==> config.mk <==
export PLATFORM = sky130hd
export DESIGN_NAME = fifo_pkt_reader
export DESIGN_NICKNAME = d
export VERILOG_FILES = /design/src/rtl/fifo_pkt_reader.sv
export SDC_FILE = /design/constraint.sdc
export NUM_CORES = 1
export LEC_CHECK = 0
export CAP_MARGIN = 15
export CELL_PAD_IN_SITES_DETAIL_PLACEMENT = 0
export CELL_PAD_IN_SITES_GLOBAL_PLACEMENT = 2
export CORE_ASPECT_RATIO = 2
export CORE_UTILIZATION = 26
export DETAILED_ROUTE_END_ITERATION = 10
export PLACE_DENSITY = 0.76
export SLEW_MARGIN = 20
export SYNTH_ARGS = -nofsm -noshare
export SYNTH_HDL_FRONTEND = slang
export SYNTH_SLANG_ARGS = --single-unit
==> constraint.sdc <==
create_clock -name clk -period 1.2 [get_ports clk]
set_input_delay 0.24 -clock clk [delete_from_list [all_inputs] [get_ports clk]]
set_output_delay 0.24 -clock clk [all_outputs]
set_load 0.02 [all_outputs]
==> src/rtl/fifo_pkt_reader.sv <==
// fifo_pkt_reader: drains a first-word-fall-through fifo into fixed-length
// packets on a registered valid/ready stream. A packet left open by an empty
// fifo is finished with PAD_VALUE beats once TIMEOUT empty cycles pass.
// Optional build macro PKT_READER_STATS_EN adds packet and pad beat counters.
module fifo_pkt_reader #(
    parameter int DATA_BITS = 10,
    parameter int PKT_LEN   = 8,
    parameter int TIMEOUT   = 16,
    parameter int PAD_VALUE = 0
) (
    input  logic                 clk,
    input  logic                 reset,
    input  logic [DATA_BITS-1:0] fifo_data,
    input  logic                 fifo_empty,
    output logic                 fifo_read,
`ifdef PKT_READER_STATS_EN
    output logic [15:0]          pkt_done_count,
    output logic [15:0]          pad_count,
`endif
    output logic [DATA_BITS-1:0] m_data,
    output logic                 m_valid,
    input  logic                 m_ready,
    output logic                 m_last
);

    localparam int BW = $clog2(PKT_LEN);
    localparam int TW = (TIMEOUT > 1) ? $clog2(TIMEOUT) : 1;

    localparam logic [1:0] IDLE   = 2'd0;
    localparam logic [1:0] ACTIVE = 2'd1;
    localparam logic [1:0] PAD    = 2'd2;

    localparam logic [BW-1:0] LAST_BEAT = BW'(PKT_LEN - 1);
    localparam logic [TW-1:0] TO_MAX    = TW'(TIMEOUT - 1);

    logic [1:0]    state;
    logic [BW-1:0] beat_cnt;
    logic [TW-1:0] to_cnt;
    logic          slot_free;
    logic          in_pad;
    logic          load;
    logic          last_load;

    // Load whenever the output slot is free and there is something to send;
    // in PAD the beat is synthesized, so the fifo is left untouched.
    always_comb begin
        slot_free = !m_valid || m_ready;
        in_pad    = (state == PAD);
        load      = slot_free && (in_pad || !fifo_empty);
        last_load = load && (beat_cnt == LAST_BEAT);
        fifo_read = load && !in_pad && !reset;
    end

    // Output register and beat position; holds steady while stalled.
    always_ff @(posedge clk or posedge reset) begin
        if (reset) begin
            m_valid  <= 1'b0;
            m_data   <= '0;
            m_last   <= 1'b0;
            beat_cnt <= '0;
        end else if (load) begin
            m_valid  <= 1'b1;
            m_data   <= in_pad ? DATA_BITS'(PAD_VALUE) : fifo_data;
            m_last   <= (beat_cnt == LAST_BEAT);
            beat_cnt <= (beat_cnt == LAST_BEAT) ? '0 : beat_cnt + 1'b1;
        end else if (m_ready) begin
            m_valid  <= 1'b0;
        end
    end

    // Packet framing FSM with the empty-fifo timeout that forces padding.
    always_ff @(posedge clk or posedge reset) begin
        if (reset) begin
            state  <= IDLE;
            to_cnt <= '0;
        end else begin
            case (state)
                IDLE: begin
                    to_cnt <= '0;
                    if (load) state <= ACTIVE;
                end
                ACTIVE: begin
                    if (last_load) begin
                        state  <= IDLE;
                        to_cnt <= '0;
                    end else if (load) begin
                        to_cnt <= '0;
                    end else if (fifo_empty) begin
                        // A word arriving right after expiry waits for the next packet.
                        if (to_cnt == TO_MAX) begin
                            state  <= PAD;
                            to_cnt <= '0;
                        end else begin
                            to_cnt <= to_cnt + 1'b1;
                        end
                    end
                end
                PAD: begin
                    to_cnt <= '0;
                    if (last_load) state <= IDLE;
                end
                default: begin
                    state  <= IDLE;
                    to_cnt <= '0;
                end
            endcase
        end
    end

`ifdef PKT_READER_STATS_EN
    logic beat_is_pad;
    logic hs;

    assign hs = m_valid && m_ready;

    // Tag each loaded beat so pad beats can be counted at handshake time.
    always_ff @(posedge clk or posedge reset) begin
        if (reset)     beat_is_pad <= 1'b0;
        else if (load) beat_is_pad <= in_pad;
    end

    // Saturating counters of completed packets and delivered pad beats.
    always_ff @(posedge clk or posedge reset) begin
        if (reset) begin
            pkt_done_count <= '0;
            pad_count      <= '0;
        end else begin
            if (hs && m_last && pkt_done_count != 16'hFFFF)
                pkt_done_count <= pkt_done_count + 16'd1;
            if (hs && beat_is_pad && pad_count != 16'hFFFF)
                pad_count <= pad_count + 16'd1;
        end
    end
`else
    // Statistics counters compiled out.
`endif

endmodule
---- After elaboration in Yosys (flattened, before gate mapping) ----
Index checks and enable logic that the tools add are counted.
storage, ports and cells
  bits in registers ....................... 21
  input port bits ......................... 14
  logic and storage cells ................. 47
  output and inout port bits .............. 13
operators by class
  equality and inequality tests ........... 10
  reduce and logical (&&, ||, !) cells .... 13
  add/sub/neg operators ................... 2
  multiplexer cells ....................... 16
operators with widths
  operator                                                number
  two-way mux 4 bit                                       5
  two-way mux 2 bit                                       6
  two-way mux 10 bit                                      1
  inequality test 3 bit (second input constant)           3
  one-hot mux 2 bit (3 select lines)                      1
  AND reduction 5 bit                                     1
  adder 4 x 1 -> 4 bit (second input constant)            1
  == test 4 bit (second input constant)                   1
  logical AND 1 bit                                       4
  zero test 1 bit                                         4
  inequality test 4 bit (second input constant)           1
  adder 3 x 1 -> 3 bit (second input constant)            1
  == test 3 bit (second input constant)                   1
  two-way mux 3 bit                                       1
  == test 2 x 1 -> 1 bit (second input constant)          1
  == test 2 bit (second input constant)                   1
  zero test 2 bit                                         1
  logical OR 1 bit                                        2
  two-way mux 1 bit                                       2
  inequality test 2 x 1 -> 1 bit (second input constant)  1
  inequality test 2 bit (second input constant)           1
  nonzero test 2 bit                                      1

---- Longest topological paths before layout ----
  depth in word-level cells ............... 6
  gate-level depth with buffers ........... 5
  depth with buffers taken out ............ 5

---- Least setup slack after synthesis ----
OpenSTA, ideal clock, no wires.
  kind .................................... register to output
  start point ............................. reg m_valid
  end point ............................... out fifo_read
  path buffers ............................ 0
  required time ........................... 960 ps
  cell stages (with the launch flop) ...... 3
  setup slack ............................. -397 ps
  arrival time ............................ 1357 ps
  cell sequence ........................... dfrtp_1 -> and2b_4 -> nor4_1
on the way
  longest elaborated chain between the ends .. 5
RTL lines
  item                            line  text
  start, declared                 21    output logic m_valid,
  start signal, assigned          57    m_valid <= 1'b0;
  start signal, assigned          62    m_valid <= 1'b1;
  start signal, assigned          67    m_valid <= 1'b0;
  zero test 1 bit                 47    slot_free = !m_valid || m_ready;
  logical OR 1 bit                47
  logical AND 1 bit               49    load = slot_free && (in_pad || !fifo_empty);
  logical AND 1 bit (2 in a row)  51    fifo_read = load && !in_pad && !reset;
  end, declared                   15    output logic fifo_read,
Every way passes these cells.

---- Worst setup path after layout ----
  start point ............................. reg state[1]
  end point ............................... out fifo_read
on the way
  longest elaborated chain between the ends .. 5
  elaborated cells on any way between the ends .. 6
  classes of those cells .................. eq/ne (1); reduce/logical (5)
RTL lines
  item                                line  text
  start, declared                     36    logic [1:0] state;
  start signal, assigned              74    state <= IDLE;
  start signal, assigned              80    if (load) state <= ACTIVE;
  start signal, assigned              84    state <= IDLE;
  == test 2 bit (*)                   48    in_pad = (state == PAD);
  logical OR 1 bit                    49
  logical AND 1 bit                   49
  logical AND 1 bit (*) (2 in a row)  51
Every way passes the cells marked *; elsewhere a longest branch is shown, timed or not.

==> metrics.log <==
[metrics] total number of nets in the final design: 141
[metrics] CP Class: reg -> out
[metrics] post-synthesis sequential element count: 21
[metrics] slew at the pin closest to its max-slew limit: 0.288 ns
[metrics] MaxCap Viol Count: 0
[metrics] latest clock arrival within the worst-skew pair: 0.26 ns
[metrics] GR Util met3: 1.24%
[metrics] critical path's slowest cell: sky130_fd_sc_hd__dfrtp_1
[metrics] I/O Pins: 27
[metrics] type of element capturing the critical path: output port
[metrics] die extent in y: 87.1 um
[metrics] initial core utilization: 27.6%
[metrics] highest-utilization routing layer at the global route stage: met2
[metrics] internal power component: 1.60 mW
[metrics] RSZ-0062 raised after global routing: yes
[metrics] total clock buffers created by CTS: 3
[metrics] Final Hold Violating Endpoints: 0
[metrics] sequential cell area fraction in the yosys report: 55.8%
[metrics] Die X: 44.6 um
[metrics] HP Class: in -> async
[metrics] global-route usage over all layers: 12.6%
[metrics] clock slew seen by the registers of the worst setup and hold paths: 0.07 ns
[metrics] proportion of total power due to net switching: 31.1%
[metrics] Mapped Area: 942 um2
[metrics] number of global-route vias before repair: 783
[metrics] internal reg-to-reg setup slack: -0.17 ns
[metrics] period utilisation layout: 117%
[metrics] net count of the mapped netlist: 93
[metrics] Startpoint Class: flip-flop
[metrics] PortBufs: 26
[metrics] Post-Syn Area per Cell: 12.4 um2
[metrics] power share of the clock group: 19.7%
[metrics] minimum clock period: 1.40 ns
[metrics] Global Route met1 Usage: 15.4%
[metrics] placeable core region: 3420 um2
[metrics] Layout area overhead: 57.2%
[metrics] total inserted antenna cells: 0
[metrics] routed vias: 784
[metrics] buffer depth of the longest clock path: 2
[metrics] number of endpoints failing setup at the final stage: 15
[metrics] clock tree root driver cell: sky130_fd_sc_hd__clkbuf_8
[metrics] Initial DRC Count: 3
[metrics] overflow left after global routing: 0
[metrics] switching power: 0.722 mW
[metrics] Yosys warnings: 0
[metrics] Final Worst Setup Slack: -0.200 ns
[metrics] leakage: 0.677 nW
[metrics] clock tree skew after final layout: 0.000951 ns
[metrics] arrival time worst endpoint: 1.16 ns
[metrics] utilization after layout: 43.4%
[metrics] weighted congestion at the end of routability-driven global placement: 0.751
[metrics] clock tree from TritonCTS: done
[metrics] number of antenna violations at the first check in global routing: 0
[metrics] sum of routed wire length over all layers: 2130 um
[metrics] Max Clock Freq: 0.714 GHz
[metrics] Critical Path Max Stage Delay: 0.38 ns
[metrics] number of unique standard cell types used by synthesis: 27
[metrics] number of buffers added to fix hold violations after cts: 0
[metrics] post-route total power: 2.32 mW
[metrics] drt first pass iters: 2
[metrics] cell area power density: 1570 nW/um2
[metrics] via density per instance: 4.58
[metrics] Max-Slew Margin vs Limit: 80.7%
[metrics] post-detail-place hpwl: 1650 um
[metrics] largest fanout of any net on the critical path: 2
[metrics] wire length of the first global-routing pass: 3590 um
[metrics] Die Outline Area: 3880 um2
[metrics] failing checks: negative setup slack
[metrics] global routing usage on met2: 21.1%
[metrics] number of sinks handled by clock tree synthesis: 21
[metrics] sequential power share: 42.6%
[metrics] DR WL/cell: 12.4 um
[metrics] final hold slack: 0.340 ns
[metrics] Detail Route Antenna Nets: 0
[metrics] standard-cell rows: 30
[metrics] cells traversed along the worst timing path: nor2b_4, nor4_4, buf_4
[metrics] share of post-route cells with drive strength above 1: 41.5%
[metrics] data required time at the worst endpoint: 0.96 ns
[metrics] number of max-slew violations in the final report: 0
[metrics] final routed DRC violation total: 0
[metrics] pin count of the biggest net entering global routing: 17
[metrics] worst vdd ir: 0.00110 V
[metrics] Gate Count Post-Synth: 76
[metrics] run status: finished with violations
[metrics] H-tree levels: 1
[metrics] Logic pwr share: 37.7%
==> power groups by stage <==
stage                     Clock [mW]  Sequential [mW]  Combinational, mW
after global placement             0            0.988              0.716
after global routing           0.502             1.01              0.974
after floorplan                    0             1.06              0.332
after detailed placement           0            0.993              0.737
after CTS                      0.474            0.987              0.891
final                          0.458            0.989              0.876
==> final cells by class <==
class / instances / area (um2)
Fill cell: 330 / 1930
Sequential cell: 21 / 527
Tap cell: 48 / 60.1
Clock inverter: 1 / 5.00
Timing Repair Buffer: 45 / 379
Clock buffer: 3 / 41.3
Multi-Input combinational cell: 51 / 462
Inverter: 2 / 7.51
==> state kept, by name (all words and copies together), names as in the netlist <==
register and count:
m_valid 1, beat_cnt 3, to_cnt 4, state 2, m_last 1, m_data 10
==> through the flow <==
step                      cells  cell area (um2)  worst slack, ns  setup TNS, ns
after floorplan              76              966          -0.0505        -0.0505
after global placement      163             1400           -0.807         -12.17
after detailed placement    163             1400           -0.803         -12.52
after CTS                   170             1510           -0.228          -2.67
after global routing        171             1480           -0.241          -2.75
final                       171             1480           -0.200          -1.96
==> layout by cell type (no fill, tap or decap), drive strengths merged, types with 2 or more instances in the layout <==
cell / netlist / routed
dfrtp: 21 / 21
o21ai: 3 / 3
a22o: 10 / 10
nand3: 6 / 6
nor3: 2 / 2
nand2: 2 / 2
nand2b: 2 / 2
clkdlybuf4s15: 0 / 3
clkdlybuf4s50: 0 / 11
nor2: 3 / 3
nand4: 2 / 2
inv: 2 / 2
a21oi: 4 / 4
buf: 2 / 21
mux2: 4 / 4
ha: 3 / 3
clkbuf: 0 / 12
==> what timing repair did <==
item | CTS | global route
pin swaps | 8 | 5
setup endpoints to repair | 33 | 27
resized for setup | 47 | 13
cloned | 0 | 0
buffers inserted | 3 | 1
hold endpoints to repair | 0 | 0
==> per-layer routing <==
layer | vias to the layer above | wire length (um)
li1 | 374 | -
met1 | 390 | 849
met2 | 16 | 1190
met3 | 4 | 47
met4 | 0 | 44
met5 | - | 0
==> critical path: cells and delay by family (launching register included) <==
kind | cells | cell delay [ns]
buffers and inverters | 1 | 0.18
flip-flops | 1 | 0.38
AND/OR/NAND/NOR | 2 | 0.34
==> final timing paths <==
kind / startpoint / endpoint / cells past startpoint
min in group clk: fifo_empty / m_valid / 3
worst max register to register: state[1] / beat_cnt[0] / 4
worst min register to register: m_data[0] / m_data[0] / 1
max in group asynchronous: reset / m_data[8] / 3
worst max-delay path: state[1] / fifo_read / 3
worst min-delay path: reset / beat_cnt[0] / 3
==> cell usage after synthesis, drive strengths merged <==
cell type,n,share of area (%)
a22o,10,9.3
nand3,6,3.2
nand2,2,0.80
a21o,1,0.80
nand3b,1,0.80
dfrtp,21,56
nor4,1,0.66
or3,1,0.66
buf,2,1.7
mux2,4,4.8
nor3,2,2.3
o21a,1,0.80
nor4b,1,0.93
nand4,2,1.3
a21oi,4,2.1
nor2,3,1.2
o21ai,3,2.8
inv,2,0.80
nand2b,2,1.3
ha,3,4.0
and2b,1,1.1
or2b,1,0.80
a31oi,1,0.66
nor2b,1,1.5
==> logic make-up (layout without fill, tap and decap cells) <==
kind of cell    Yosys count  in the layout  synth area share, %
buf+inv                   4             51                 2.52
mux                       4              4                 4.78
fa+ha+maj                 3              3                 3.98
flops                    21             21                 55.8
compound gates           20             20                 16.5
simple gates             24             24                 16.5
No activity file was read; power rests on OpenSTA's default activity.
